===== src/rtl/inst_fetch_stage.sv =====
// Instruction fetch stage: PC generation, single-outstanding imem handshake, IF/ID register and skid buffer.
// Define IF_STALL_COUNT_EN to add the StallCount output (cycles a valid instruction sat stalled).
module inst_fetch_stage #(
  parameter logic [31:0] RESET_PC = 32'h0000_0000,
  parameter logic [31:0] NOP_INST = 32'h0000_0013
) (
  input  logic        Clk,
  input  logic        Reset,
  output logic        ImemReq,
  output logic [31:0] ImemAddr,
  input  logic        ImemGnt,
  input  logic        ImemRvalid,
  input  logic [31:0] ImemRdata,
  input  logic        Stall,
  input  logic        Redirect,
  input  logic [31:0] RedirectPc,
  output logic [31:0] Inst,
  output logic [31:0] InstPc,
  output logic        InstValid
`ifdef IF_STALL_COUNT_EN
  ,
  output logic [31:0] StallCount
`endif
);

  // state   | meaning
  // S_FETCH | request at pc may issue (blocked while skid buffer is full)
  // S_WAIT  | one request outstanding, response will be delivered
  // S_DRAIN | outstanding request was flushed by redirect, next response is discarded
  typedef enum logic [1:0] {S_FETCH, S_WAIT, S_DRAIN} state_t;

  state_t      state, state_nxt;
  logic [31:0] pc, pc_nxt;
  logic [31:0] req_pc, req_pc_nxt;
  logic        skid_valid, skid_valid_nxt;
  logic [31:0] skid_data, skid_data_nxt;
  logic [31:0] skid_pc, skid_pc_nxt;
  logic [31:0] inst_nxt, inst_pc_nxt;
  logic        inst_valid_nxt;
  logic        resp;

  always_ff @(posedge Clk or posedge Reset) begin
    if (Reset) begin
      state      <= S_FETCH;
      pc         <= RESET_PC;
      req_pc     <= RESET_PC;
      skid_valid <= 1'b0;
      skid_data  <= NOP_INST;
      skid_pc    <= RESET_PC;
      Inst       <= NOP_INST;
      InstPc     <= RESET_PC;
      InstValid  <= 1'b0;
    end else begin
      state      <= state_nxt;
      pc         <= pc_nxt;
      req_pc     <= req_pc_nxt;
      skid_valid <= skid_valid_nxt;
      skid_data  <= skid_data_nxt;
      skid_pc    <= skid_pc_nxt;
      Inst       <= inst_nxt;
      InstPc     <= inst_pc_nxt;
      InstValid  <= inst_valid_nxt;
    end
  end

  always_comb begin
    state_nxt      = state;
    pc_nxt         = pc;
    req_pc_nxt     = req_pc;
    skid_valid_nxt = skid_valid;
    skid_data_nxt  = skid_data;
    skid_pc_nxt    = skid_pc;
    inst_nxt       = Inst;
    inst_pc_nxt    = InstPc;
    inst_valid_nxt = InstValid;
    ImemReq        = 1'b0;
    ImemAddr       = pc;
    resp           = 1'b0;

    if (Redirect) begin
      pc_nxt         = RedirectPc;
      inst_valid_nxt = 1'b0;
      inst_nxt       = NOP_INST;
      skid_valid_nxt = 1'b0;
      if (state == S_WAIT)
        state_nxt = ImemRvalid ? S_FETCH : S_DRAIN;
    end else begin
      case (state)
        S_FETCH: begin
          // Holding off while the skid is full keeps skid and a new response from ever coexisting.
          ImemReq = !skid_valid && !Reset;
          if (ImemReq && ImemGnt) begin
            pc_nxt     = pc + 32'd4;
            req_pc_nxt = pc;
            state_nxt  = S_WAIT;
          end
        end
        S_WAIT: begin
          if (ImemRvalid) begin
            resp      = 1'b1;
            state_nxt = S_FETCH;
          end
        end
        S_DRAIN: begin
          if (ImemRvalid) state_nxt = S_FETCH;
        end
        default: state_nxt = S_FETCH;
      endcase

      if (InstValid && !Stall) begin
        if (skid_valid) begin
          inst_nxt       = skid_data;
          inst_pc_nxt    = skid_pc;
          skid_valid_nxt = 1'b0;
        end else if (resp) begin
          inst_nxt    = ImemRdata;
          inst_pc_nxt = req_pc;
        end else begin
          inst_valid_nxt = 1'b0;
          inst_nxt       = NOP_INST;
        end
      end else if (resp) begin
        if (!InstValid) begin
          inst_nxt       = ImemRdata;
          inst_pc_nxt    = req_pc;
          inst_valid_nxt = 1'b1;
        end else begin
          skid_valid_nxt = 1'b1;
          skid_data_nxt  = ImemRdata;
          skid_pc_nxt    = req_pc;
        end
      end
    end
  end

`ifdef IF_STALL_COUNT_EN
  always_ff @(posedge Clk or posedge Reset) begin
    if (Reset)
      StallCount <= '0;
    else if (InstValid && Stall && !Redirect)
      StallCount <= StallCount + 32'd1;
  end
`endif

endmodule


===== config.mk =====
export PLATFORM = sky130hd
export DESIGN_NAME = inst_fetch_stage
export DESIGN_NICKNAME = d
export VERILOG_FILES = /design/src/rtl/inst_fetch_stage.sv
export SDC_FILE = /design/constraint.sdc
export NUM_CORES = 1
export LEC_CHECK = 0
export ABC_AREA = 0
export BUFFER_PORTS_ARGS = -buffer_cell sky130_fd_sc_hd__buf_4
export CAP_MARGIN = 0
export CELL_PAD_IN_SITES_DETAIL_PLACEMENT = 1
export CELL_PAD_IN_SITES_GLOBAL_PLACEMENT = 1
export CORE_MARGIN = 3
export CORE_UTILIZATION = 33
export CTS_CLUSTER_DIAMETER = 40
export DETAILED_ROUTE_END_ITERATION = 6
export PLACE_DENSITY_LB_ADDON = 0.1
export SLEW_MARGIN = 10
export SYNTH_ARGS = -nofsm -noshare
export SYNTH_HDL_FRONTEND = slang
export SYNTH_SLANG_ARGS = --single-unit

===== constraint.sdc =====
create_clock -name Clk -period 6.4 [get_ports Clk]
set_clock_uncertainty 0.1 [all_clocks]
set_input_delay 0.32 -clock Clk [delete_from_list [all_inputs] [get_ports Clk]]
set_output_delay 0.32 -clock Clk [all_outputs]
set_load 0.005 [all_outputs]

==> metrics.md <==
| Metric | Value |
|---|---|
| Largest net degree at the start of global routing | between 100 and 150 |
| Worst Setup Slack, final | ~2.8 ns |
| # H-tree levels | 4 |
| Initial drt markers | around 260 |
| Worst Hold Class | in -> async |
| CTS tree | built |
| EDFF count, synth | 0 |
| Gate power share | between 20% and 30% |
| Num CTS Buffers | 17 |
| FF+latch count, synth | a little under 200 |
| Asr flop ratio synth | 100% |
| Clock buffer depth | 2 |
| Final worst-path cycle share | between 50% and 60% |
| Post-synth top cells | dfrtp_1, mux2_2, nand2_1, o21ai_0, mux2i_1 |
| Synth top area share | 55.0% |
| Fill cells | ~2700 |
| Final Hold Viols | 19 |
| Final setup viols | 0 |
| Achievable Freq | between 0.2 and 0.3 GHz |
| Hold WS | -0.0900 ns |
| Levels on crit path | 6 |
| Drt first pass iters | 4 |
| Resize count post-CTS | 0 |
| Switching share of power | between 20% and 30% |
| Failing checks | negative hold slack |
| Number of I/O port buffers | roughly 170 |
| Final Max Slew Viols | 0 |
| Req. time, crit path | 6.65 ns |
| Cell Count Post-Placement | 1157 |
| Antenna viol nets, final | 0 |
| Crit Path Category | reg -> reg |
| RSZ-0062 raised after global routing | no |
| Clock power share | approximately 28% |
| Hold buffers post-CTS | 10 |
| Slowest CP cell | nor4bb_1 |
| Max incr delay on CP | between 0.8 and 0.9 ns |
| Count leader, synth | dfrtp_1 |
| Detailed Route WL | roughly 23 mm |
| Post-synth top flop | dfrtp_1 |
| Synth warn | 0 |
| R2R depth | 6 |
| Max cap viols | 0 |
| Pre-CTS setup slack | 2.77 ns |
| Syn_nets | 770 |
| Die W | ~170 um |
| Top cell family by delay on the critical path | simple AND/OR/NAND/NOR gates |
| Slew HR | between 20% and 30% |
| Status | finished, violations left |
| Non-filler instance count after layout | about 1200 |
| Netlist cell types | 50 |
| Clock Sinks | just under 200 |
| Worst-path clk slew | approximately 0.07 ns |
| Share of cells above drive strength 1 | ~40% |
| Vias in the first global route | between 6000 and 7000 |
| Area Growth Syn to Fin | 25.5% |
| Die span in y | between 150 and 200 um |
| Worst VDD drop | 0.000141 V |
| Crit end category | flip-flop |
| Crit path arrival time | around 3.9 ns |
| Leakage power figure | approximately 5.2 nW |
| Num rows | between 50 and 60 |
| Setup TNS | 0 ns |
| Final Power | 3.62 mW |
| Avg Vias per Cell | between 5 and 6 |
| Top post-synthesis cells by area | dfrtp_1, mux2_2, mux2i_1 |
| DR WL/cell | 19.0 um |
| GRT Residual Overflow | 0 |
| Initial Util | 33.9% |
| Post-synthesis sequential area ratio | ~57% |
| Routability-driven placement congestion ratio | ~0.75 |
| Root Buffer | clkbuf_16 |
| Final #Nets | ~930 |
| Sequential share of power | between 40% and 50% |
| Syn Inst Count | roughly 700 |
| Min Tclk post-route | 3.63 ns |
| Vias | 6178 |
| Pin slew with the least headroom to its limit | about 1.2 ns |
| Worst setup SP type | flip-flop |
| Die area | 28200 um^2 |
| Post-Syn Area | slightly below 9000 um^2 |
| Antenna diode count | 0 |
| Cell Pwr Density | 333 nW/um^2 |
| Largest area contributor in the netlist | dfrtp_1 |
| Core Region | around 25000 um^2 |
| Mapped Avg Cell Area | approximately 12 um^2 |
| Post-CTS setup buffers | 0 |
| Switching power | 1.07 mW |
| Top-Level Pins | between 150 and 200 |
| CP Max Fanout | 21 |
| Dpl hpwl | 15.4 mm |
| Initial antenna violation count | 0 |
| Internal cell power | 2.55 mW |
| Crit-path cells | inv_1 -> ha_1 -> nor4bb_1 -> nand4_1 -> or4_1 -> a31oi_1 |
| Residual DRC count | 0 |
| First-pass GRT wire length | between 30 and 40 mm |
| Worst-Skew Late Latency | between 0.4 and 0.5 ns |
| Buf+Inv Stages, Crit Path | 1 |
| Gr usage total | 16.4% |
[layout by cell type, fill, tap and decap left out, types with 3 or more instances in the layout]
| cell | instances |
|---|---|
| a22o_1 | 29 |
| a31oi_1 | 16 |
| buf_4 | 175 |
| clkbuf_1 | 3 |
| clkbuf_16 | 17 |
| clkinv_4 | 3 |
| dfrtp_1 | 190 |
| dfstp_2 | 6 |
| dlygate4sd3_1 | 10 |
| ha_1 | 3 |
| inv_1 | 9 |
| inv_6 | 3 |
| inv_8 | 3 |
| mux2_2 | 125 |
| mux2i_1 | 37 |
| nand2_1 | 59 |
| nand3_1 | 17 |
| nand3b_1 | 3 |
| nand4_1 | 8 |
| nor2_1 | 18 |
| nor2b_1 | 3 |
| o211ai_1 | 5 |
| o21ai_0 | 51 |
| o22ai_1 | 3 |
| o31ai_1 | 12 |
| or3_1 | 3 |
| or4_1 | 16 |
| xor2_1 | 6 |
[through the flow]
stage	utilization (%)	area (um^2)	hold WS, ns
finish	42.6	10900	-0.0900
global route	42.6	10900	0.00112
CTS	42.6	10900	0.000892
detailed placement	40.0	10200	0.357
global placement	40.0	10200	0.355
floorplan	-	8640	0.340
[state kept, by name, indices dropped and copies added (netlist names)]
name / cells
ImemAddr: 32
InstPc: 32
Inst: 32
req_pc: 32
skid_data: 32
skid_pc: 32
state: 2
InstValid: 1
skid_valid: 1
[worst paths after layout]
check	startpoint	endpoint	slack [ns]
min in group Clk	RedirectPc[5]	ImemAddr[5]$_DFFE_PP0P_	0.02
min	Reset	skid_valid$_DFFE_PP0P_	-0.09
max reg2reg	state[0]$_DFFE_PP0P_	ImemAddr[26]$_DFFE_PP0P_	2.77
max in group asynchronous	Reset	req_pc[9]$_DFFE_PP0P_	4.83
min reg2reg	Inst[4]$_DFFE_PP1P_	Inst[4]$_DFFE_PP1P_	0.37
max	state[0]$_DFFE_PP0P_	ImemAddr[26]$_DFFE_PP0P_	2.77
[metal layers]
metal	up-vias	global-route usage (%)	wire length [um]
met4	0	4.27	269
met2	112	27.9	11300
met5	-	0	0
li1	2855	-	-
met1	3192	20.7	9950
met3	19	4.60	1240
[final cells by class]
| class | count | area [um^2] | share of cell area [%] |
|---|---|---|---|
| Clock inverter | 10 | 90.1 | 0.830 |
| Timing Repair Buffer | 185 | 1410 | 13.0 |
| Multi-Input combinational cell | 446 | 3510 | 32.4 |
| Inverter | 10 | 45.0 | 0.415 |
| Tap cell | 330 | 413 | 3.80 |
| Clock buffer | 22 | 464 | 4.28 |
| Sequential cell | 196 | 4910 | 45.3 |
[power groups by stage]
stage / clock, mW / combinational, mW / sequential (mW)
final: 1.03 / 0.837 / 1.75
after global routing: 1.12 / 0.934 / 1.80
after CTS: 1.07 / 0.860 / 1.76
after detailed placement: 0 / 0.851 / 1.78
after global placement: 0 / 0.822 / 1.76
after floorplan: 0 / 0.447 / 1.73
[kinds of logic (layout without fill, tap and decap cells)]
family          after synthesis  after routing  share of synthesized area (%)
mux                         162            162                           20.6
simple gates                150            150                           9.10
buf+inv                      55            227                           2.94
compound gates              123            123                           9.32
flops                       196            196                           56.8
fa+ha+maj                     3              3                          0.434
xor+xnor                      8              8                          0.811
(Power assumes the default switching activity.)
